$ cat src/rtl/cnn_mac_pkg.sv
// Shared widths, state encoding, saturation bounds and sign-extension helpers
// for the CNN MAC accumulation stage (optional ReLU: CNN_MAC_RELU_EN).
package cnn_mac_pkg;

  localparam int PROD_W   = 24;
  localparam int ACC_W    = 32;
  localparam int OUT_W    = 14;
  localparam int WGT_FRAC = 8;
  localparam int LEN_W    = 8;

  localparam logic signed [ACC_W-1:0] OUT_MAX  = 32'sd8191;
  localparam logic signed [ACC_W-1:0] OUT_MIN  = -32'sd8192;
  localparam logic signed [ACC_W-1:0] RND_HALF = 32'sd1 <<< (WGT_FRAC - 1);

  typedef enum logic [1:0] {
    ST_IDLE  = 2'd0,
    ST_ACCUM = 2'd1,
    ST_ROUND = 2'd2,
    ST_OUT   = 2'd3
  } mac_state_t;

  // Bias shares the output format, so it is aligned to product scale on load.
  function automatic logic signed [ACC_W-1:0] bias_to_acc(input logic signed [OUT_W-1:0] b);
    logic signed [ACC_W-1:0] ext;
    ext = ACC_W'(b);
    return ext <<< WGT_FRAC;
  endfunction

  function automatic logic signed [ACC_W-1:0] prod_to_acc(input logic signed [PROD_W-1:0] p);
    return ACC_W'(p);
  endfunction

endpackage

$ cat src/rtl/cnn_mac_round_sat.sv
// Combinational round-half-up, arithmetic shift and saturation from the
// accumulator to the output format; ReLU clamp when CNN_MAC_RELU_EN is defined.
module cnn_mac_round_sat
  import cnn_mac_pkg::*;
(
  input  logic signed [ACC_W-1:0] acc_i,
  output logic signed [OUT_W-1:0] res_o
);

  logic signed [ACC_W-1:0] biased;
  logic signed [ACC_W-1:0] shifted;
  logic signed [OUT_W-1:0] sat_v;

  always_comb begin
    biased  = acc_i + RND_HALF;
    shifted = biased >>> WGT_FRAC;
    if (shifted > OUT_MAX) begin
      sat_v = OUT_MAX[OUT_W-1:0];
    end else if (shifted < OUT_MIN) begin
      sat_v = OUT_MIN[OUT_W-1:0];
    end else begin
      sat_v = shifted[OUT_W-1:0];
    end
`ifdef CNN_MAC_RELU_EN
    res_o = sat_v[OUT_W-1] ? '0 : sat_v;
`else
    res_o = sat_v;
`endif
  end

endmodule

$ cat src/rtl/cnn_mac_accum.sv
// Accumulates one pixel's products plus bias, then rounds/saturates to the
// activation format. ReLU build option: CNN_MAC_RELU_EN.
module cnn_mac_accum
  import cnn_mac_pkg::*;
(
  input  logic              ap_clk,
  input  logic              ap_rst,
  input  logic              start,
  input  logic [LEN_W-1:0]  acc_len,
  input  logic [OUT_W-1:0]  bias_dat,
  input  logic [PROD_W-1:0] prod_dat,
  input  logic              prod_vld,
  output logic              prod_rdy,
  output logic [OUT_W-1:0]  out_dat,
  output logic              out_vld,
  input  logic              out_rdy,
  output logic              busy,
  output mac_state_t        state_dbg
);

  // Handshakes: a transfer happens on a rising edge where valid && ready.
  // Valid never depends on ready; once out_vld rises, out_dat holds until the
  // transfer. prod_rdy is high only in ACCUM, out_vld only in OUT.

  mac_state_t              state_q, state_d;
  logic signed [ACC_W-1:0] acc_q, acc_d;
  logic [LEN_W-1:0]        rem_q, rem_d;
  logic [OUT_W-1:0]        out_dat_q, out_dat_d;
  logic signed [OUT_W-1:0] rs_res;

  cnn_mac_round_sat u_round_sat (
    .acc_i (acc_q),
    .res_o (rs_res)
  );

  always_comb begin
    state_d   = state_q;
    acc_d     = acc_q;
    rem_d     = rem_q;
    out_dat_d = out_dat_q;
    prod_rdy  = 1'b0;
    out_vld   = 1'b0;
    case (state_q)
      ST_IDLE: begin
        if (start) begin
          rem_d   = acc_len;
          acc_d   = bias_to_acc(bias_dat);
          state_d = (acc_len != '0) ? ST_ACCUM : ST_ROUND;
        end
      end
      ST_ACCUM: begin
        prod_rdy = 1'b1;
        if (prod_vld) begin
          acc_d = acc_q + prod_to_acc(prod_dat);
          rem_d = rem_q - LEN_W'(1);
          if (rem_q == LEN_W'(1)) state_d = ST_ROUND;
        end
      end
      ST_ROUND: begin
        out_dat_d = rs_res;
        state_d   = ST_OUT;
      end
      ST_OUT: begin
        out_vld = 1'b1;
        if (out_rdy) state_d = ST_IDLE;
      end
      default: state_d = ST_IDLE;
    endcase
  end

  always_ff @(posedge ap_clk or posedge ap_rst) begin
    if (ap_rst) begin
      state_q   <= ST_IDLE;
      acc_q     <= '0;
      rem_q     <= '0;
      out_dat_q <= '0;
    end else begin
      state_q   <= state_d;
      acc_q     <= acc_d;
      rem_q     <= rem_d;
      out_dat_q <= out_dat_d;
    end
  end

  assign out_dat   = out_dat_q;
  assign busy      = (state_q != ST_IDLE);
  assign state_dbg = state_q;

endmodule

$ cat config.mk
export PLATFORM = sky130hd
export DESIGN_NAME = cnn_mac_accum
export DESIGN_NICKNAME = d
export VERILOG_FILES = /design/src/rtl/cnn_mac_pkg.sv /design/src/rtl/cnn_mac_round_sat.sv /design/src/rtl/cnn_mac_accum.sv
export SDC_FILE = /design/constraint.sdc
export NUM_CORES = 1
export LEC_CHECK = 0
export ABC_AREA = 1
export BUFFER_PORTS_ARGS = -buffer_cell sky130_fd_sc_hd__clkbuf_2
export CORE_MARGIN = 3
export CORE_UTILIZATION = 28
export CTS_CLUSTER_SIZE = 24
export DETAILED_ROUTE_END_ITERATION = 7
export PLACE_DENSITY_LB_ADDON = 0.05
export SYNTH_ARGS = -nofsm -noshare
export SYNTH_HDL_FRONTEND = slang
export SYNTH_SLANG_ARGS = --single-unit
$ cat constraint.sdc
create_clock -name ap_clk -period 2.45 [get_ports ap_clk]
set_input_delay 0.3675 -clock ap_clk [delete_from_list [all_inputs] [get_ports ap_clk]]
set_output_delay 0.3675 -clock ap_clk [all_outputs]
set_load 0.02 [all_outputs]
==> results.json, run 1 <==
{
  "core-area_um2": 18300,
  "cts-root-buf": "clkbuf_16",
  "area_growth_pct": 17.7,
  "worst_slew_pin_slew_ns": 0.495,
  "synth_edf_count": 0,
  "p_total_mw": 8.55,
  "drtIter0Drc": 259,
  "seq_power_share_pct": 22.6,
  "async_reset_ff_share_pct": 100,
  "final_max_slew_viol_count": 0,
  "ios": 70,
  "synth_ff_type": "dfrtp_1",
  "synth_nets": 914,
  "post_cts_resized": 0,
  "endpoint_kind": "register",
  "die_h_um": 144,
  "grt-ovfl-total": 0,
  "cts_tree": "done",
  "postRouteAntennaNets": 0,
  "die_w_um": 144,
  "cts.sinks": 56,
  "clkPwrFrac_pct": 9.2,
  "grt_pass1_vias": 5612,
  "worst_ep_arrival_time_ns": 2.43,
  "yosysWarnings": 0,
  "cts_buffers": 5,
  "grt_setup_unrepaired": "no",
  "portBuffers": 69,
  "startpoint_type": "register",
  "hold_ws_ns": 0.0895,
  "rows": 49,
  "hold_buffers": 0,
  "ir_worst_vdd_uv": 540,
  "avgSynthCellArea_um2": 6.44,
  "htree_num_levels": 2,
  "syn-cell-area_um2": 5300,
  "route.detailed.drc": 0,
  "yosysSeqAreaShare_pct": 26.4,
  "track_usage_pct": 19.1,
  "synth.area.top_cells": "dfrtp_1 (26%), nand2_1 (19%), ha_1 (9.2%), o21ai_0 (6.2%), nor2_1 (6.2%)",
  "via_count": 5586,
  "grt_max_degree": 57,
  "clk_path_buf_depth": 2,
  "initial_utilization_pct": 29.0,
  "grt_pass1_wl_um": 30400,
  "crit_path_max_fanout": 4,
  "layout-drive-gt1-share_pct": 14.8,
  "relSlewSlack_pct": 67.0,
  "period_needed_ns": 2.23,
  "combPwrFrac_pct": 68.2,
  "synth_area_leader_cell": "dfrtp_1",
  "yosys_register_bits": 56,
  "cts_post_setup_buffers_inserted": 0,
  "synth_most_common_cell": "nand2_1",
  "p_switching_mw": 4.68,
  "grt_antenna_before_repair": 0,
  "hold_path.class": "input pin to async pin",
  "intPower_mw": 3.87,
  "diodes": 0,
  "synth.top_cell.area_share_pct": 26.4,
  "routed_via_density": 4.90,
  "period_share_pct": 91.1,
  "fin_skew_ns": 0.00994,
  "final_util_pct": 34.2,
  "tns_ns": 0,
  "yosysUniqueCellTypes": 43,
  "wl_um": 19200,
  "wl_per_cell_um": 16.8,
  "max_freq_ghz": 0.448,
  "clkTransAtPathRegs_ns": 0.08,
  "p_leak_nw": 3.15,
  "place_hpwl_um": 15500,
  "cellPowerDensity_nw_per_um2": 1370,
  "num-fill-cells": 2042,
  "insertion_delay_ns": 0.32,
  "gp_routability_congestion": 0.900,
  "setup_violations": 0,
  "syn_inst": 823,
  "reg2regPathDepth": 12,
  "switching_share_pct": 54.7,
  "crit_type": "register to register",
  "num-nets-final": 1000,
  "finalHoldViolCount": 0,
  "status": "finished, final reports clean",
  "synth_commonest_cells": "nand2_1 (262), nor2_1 (87), inv_1 (80)",
  "dieArea_um2": 20600,
  "drtPass1Iterations": 5,
  "cap_violations": 0,
  "cp_data_required_time_ns": 2.65
}
## worst paths after layout
check,start,end,slack [ns]
max in group asynchronous,ap_rst,acc_q[9]$_DFFE_PP0P_,2.09
worst max register to register,acc_q[0]$_DFFE_PP0P_,acc_q[20]$_DFFE_PP0P_,0.22
worst max-delay path,acc_q[0]$_DFFE_PP0P_,acc_q[20]$_DFFE_PP0P_,0.22
worst min-delay path,ap_rst,acc_q[0]$_DFFE_PP0P_,0.09
min in group ap_clk,bias_dat[7],acc_q[15]$_DFFE_PP0P_,0.30
worst min register to register,out_dat[12]$_DFFE_PP0P_,out_dat[12]$_DFFE_PP0P_,0.48
## through the flow
step / cells / area [um^2] / setup WS (ns)
finish: 1139 / 6240 / 0.217
global route: 1139 / 6240 / 0.0214
CTS: 1139 / 6210 / 0.0114
detailed placement: 1131 / 6060 / -0.0502
global placement: 1131 / 6060 / -0.0444
floorplan: 823 / 5300 / 0.219
## sequential cells by signal (all words and copies together) (netlist names)
register,count
acc_q,32
out_dat,14
rem_q,8
state_dbg,2
## power groups by stage
stage          combinational [mW]  sequential, mW  clock (mW)
6_report                     5.83            1.93       0.786
5_1_grt                      6.64            2.00       0.844
4_1_cts                      5.85            1.94       0.817
3_5_place_dp                 5.81            1.96           0
3_3_place_gp                 5.82            1.95           0
2_1_floorplan                3.84            1.92           0
## cells in the final DEF, fill, tap and decap left out, drive strengths merged, types with 3 or more instances in the layout
cell type	n
nor2	92
o211ai	8
nand4	7
dfrtp	56
or2	3
o22ai	3
a21oi	49
nand3	51
xnor2	9
nand2	269
a21boi	5
o21ai	69
clkbuf	75
buf	26
o31ai	3
ha	39
inv	83
nor3	5
o21bai	9
a21o	9
nand3b	4
xor2	18
## layout make-up
cell class | count | area, um^2 | area share (%)
inverter | 84 | 315 | 5.05
clock buffer | 6 | 129 | 2.06
timing repair buffer | 95 | 566 | 9.06
multi-input combinational | 667 | 3520 | 56.5
tap | 229 | 287 | 4.59
sequential | 56 | 1400 | 22.5
clock inverter | 2 | 16.3 | 0.261
## worst max-delay path: stages, from the launching register on
cell      delay (ns)
dfrtp_1         0.39
ha_1            0.21
fa_1            0.42
a21oi_2         0.14
o21bai_1        0.12
nand3_1         0.10
nand3_1         0.13
buf_4           0.20
nand2_1         0.07
a21o_1          0.10
nand2_1         0.07
nor2_1          0.08
o21ai_0         0.07
## cell families (layout without fill, tap and decap cells)
logic type,after synthesis,in the layout,share of synthesized area [%]
AND/OR/NAND/NOR,437,437,34.4
AO/OA/AOI/OAI,163,163,17.5
buffers and inverters,100,187,7.67
flip-flops,56,56,26.4
adder cells (fa/ha/maj),40,40,9.58
XOR/XNOR,27,27,4.46
## metal layers
| metal | global-route usage (%) | part of all wire (%) | up-vias |
|---|---|---|---|
| li1 | - | - | 2875 |
| met1 | 26.0 | 47 | 2556 |
| met2 | 30.6 | 46 | 126 |
| met3 | 3.03 | 3.8 | 29 |
| met4 | 6.69 | 3.0 | 0 |
| met5 | 0 | 0 | - |
No activity file was read; power rests on OpenSTA's default activity.
==> inputs of run 2 (changes only) <==
==> constraint.sdc (replaced) <==
create_clock -name ap_clk -period 1.9 [get_ports ap_clk]
set_input_delay 0.285 -clock ap_clk [delete_from_list [all_inputs] [get_ports ap_clk]]
set_output_delay 0.285 -clock ap_clk [all_outputs]
set_load 0.02 [all_outputs]
==> results.json, run 2 (synthesized netlist as in run 1, its figures left out) <==
{
  "clk_path_buf_depth": 2,
  "die_h_um": 144,
  "diodes": 0,
  "dieArea_um2": 20600,
  "seq_power_share_pct": 15.0,
  "htree_num_levels": 2,
  "violations": "setup timing",
  "drtPass1Iterations": 5,
  "crit_top_cell": "o21ai_0",
  "postRouteAntennaNets": 0,
  "max_freq_ghz": 0.439,
  "wl_per_cell_um": 17.0,
  "status": "complete, but fails checks",
  "insertion_delay_ns": 0.32,
  "cap_violations": 0,
  "layout_commonest_cell": "nand2_1",
  "cp_cell_sequence": "ha_4, fa_2, a21oi_4, o21bai_4, a21boi_4, o21ai_1, o21ai_0, nand2_1, o21ai_0",
  "ir_worst_vdd_uv": 851,
  "fin_skew_ns": 0.0157,
  "grt-ovfl-total": 0,
  "cpPeakStageDelay_ns": 0.41,
  "rows": 49,
  "cellPowerDensity_nw_per_um2": 1790,
  "tns_ns": -5.41,
  "regMostFlops": "acc_q",
  "grt_setup_unrepaired": "yes",
  "grt_antenna_before_repair": 0,
  "portBuffers": 69,
  "route.detailed.drc": 0,
  "grt_max_degree": 57,
  "finalHoldViolCount": 0,
  "p_leak_nw": 4.33,
  "reg2reg_slack_ns": -0.38,
  "final_cell_mix": "nand2_1 (194), buf_4 (187), clkbuf_2 (69)",
  "place_hpwl_um": 16900,
  "fin_ws_ns": -0.375,
  "cp_num_buf_inv": 0,
  "cts.sinks": 56,
  "drtIter0Drc": 338,
  "num-nets-final": 1194,
  "initial_utilization_pct": 29.0,
  "worst_ep_arrival_time_ns": 2.51,
  "core-area_um2": 18300,
  "cp_data_required_time_ns": 2.13,
  "cts-root-buf": "clkbuf_16",
  "startpoint": "acc_q[0]$_DFFE_PP0P_",
  "period_needed_ns": 2.28,
  "cts_tree": "done",
  "reg2regPathDepth": 9,
  "cpLargestDelayFamily": "compound AO/OA/AOI/OAI gates",
  "ios": 70,
  "cts_buffers": 5,
  "grt_pass1_vias": 6597,
  "clkPwrFrac_pct": 6.5,
  "final_max_slew_viol_count": 0,
  "largest_reg_flops": 32,
  "wl_um": 22700,
  "routed_via_density": 4.91,
  "hold_buffers": 0,
  "r2r_start": "acc_q[0]$_DFFE_PP0P_",
  "endpoint_kind": "register",
  "crit_type": "register to register",
  "clkTransAtPathRegs_ns": 0.09,
  "combPwrFrac_pct": 78.5,
  "layout-drive-gt1-share_pct": 49.1,
  "intPower_mw": 8.25,
  "relSlewSlack_pct": 74.8,
  "period_share_pct": 120,
  "die_w_um": 144,
  "gp_routability_congestion": 0.929,
  "multi_input_area_um2": 4740,
  "startpoint_type": "register",
  "track_usage_pct": 21.6,
  "hold_path.class": "input pin to async pin",
  "final_util_pct": 49.9,
  "cpMaxStageDelayCell": "dfrtp_1",
  "worst_slew_pin_slew_ns": 0.374,
  "p_switching_mw": 8.04,
  "grt_pass1_wl_um": 34800,
  "via_count": 6549,
  "area_growth_pct": 72.0,
  "num-fill-cells": 1850,
  "switching_share_pct": 49.4,
  "r2r-end": "acc_q[8]$_DFFE_PP0P_",
  "seq_area_um2": 1420,
  "setup_violations": 37,
  "crit_path_max_fanout": 4
}
## run 2: cell types whose count changed in the layout (fill, tap and decap cells not counted), moves of 13 or more
cell	before	now
a21oi_1	47	32
inv_1	79	66
nor2_2	5	27
o21ai_1	5	19
nor2_1	86	48
nand3_1	48	30
buf_6	0	22
nand2_2	6	62
ha_4	0	27
ha_1	36	12
o21ai_0	63	41
nor2_4	1	17
nand2_1	262	194
buf_4	24	187
## run 2: timing repair
item / 4_1_cts / 5_1_grt
setup endpoints to repair: 41 / 50
pin swaps: 29 / 88
cloned: 2 / 2
gates resized for setup: 156 / 163
buffers inserted: 26 / 22
## run 2: worst max-delay path by stage
stage	endpoint	slack, ns	cells past startpoint
6_report	acc_q[8]$_DFFE_PP0P_	-0.38	9
5_1_grt	acc_q[8]$_DFFE_PP0P_	-0.49	10
4_1_cts	acc_q[10]$_DFFE_PP0P_	-0.27	11
3_5_place_dp	acc_q[10]$_DFFE_PP0P_	-0.39	11
3_3_place_gp	acc_q[10]$_DFFE_PP0P_	-0.43	11
2_1_floorplan	acc_q[10]$_DFFE_PP0P_	-0.04	11
## run 2: layer usage
| metal | track usage, % | vias to the layer above | part of all wire (%) |
|---|---|---|---|
| met5 | 0 | - | 0 |
| met4 | 4.06 | 0 | 1.3 |
| met3 | 2.56 | 22 | 3.2 |
| met2 | 38.0 | 117 | 50 |
| met1 | 28.8 | 3137 | 45 |
| li1 | - | 3273 | - |
## run 2: stage by stage
step,hold WS (ns),std cells,instance area [um^2],setup slack (ns),power (mW)
2_1_floorplan,0.430,823,5400,-0.0395,7.62
3_3_place_gp,0.364,1276,7260,-0.434,12.0
3_5_place_dp,0.369,1276,7260,-0.391,12.0
4_1_cts,0.0203,1310,8320,-0.272,14.5
5_1_grt,0.0440,1333,9120,-0.490,17.6
6_report,0.0166,1333,9120,-0.375,16.3
## run 2: final cells by class
class | count | area share (%)
Sequential cell | 56 | 15.5
Tap cell | 229 | 3.14
Inverter | 84 | 3.69
Timing Repair Buffer | 287 | 24.0
Multi-Input combinational cell | 669 | 52.0
Clock inverter | 3 | 0.302
Clock buffer | 5 | 1.37
## run 2: worst reg2reg max path, cell delays in order, from the launching register on
cell,delay (ns)
dfrtp_1,0.41
ha_4,0.18
fa_2,0.37
a21oi_4,0.16
o21bai_4,0.11
a21boi_4,0.23
o21ai_1,0.17
o21ai_0,0.27
nand2_1,0.11
o21ai_0,0.17
## run 2: power by group through the flow
stage / Sequential (mW) / Clock (mW) / Combinational [mW]
2_1_floorplan: 2.49 / 0 / 5.13
3_3_place_gp: 2.40 / 0 / 9.56
3_5_place_dp: 2.41 / 0 / 9.60
4_1_cts: 2.49 / 1.09 / 10.9
5_1_grt: 2.53 / 1.14 / 13.9
6_report: 2.45 / 1.06 / 12.8
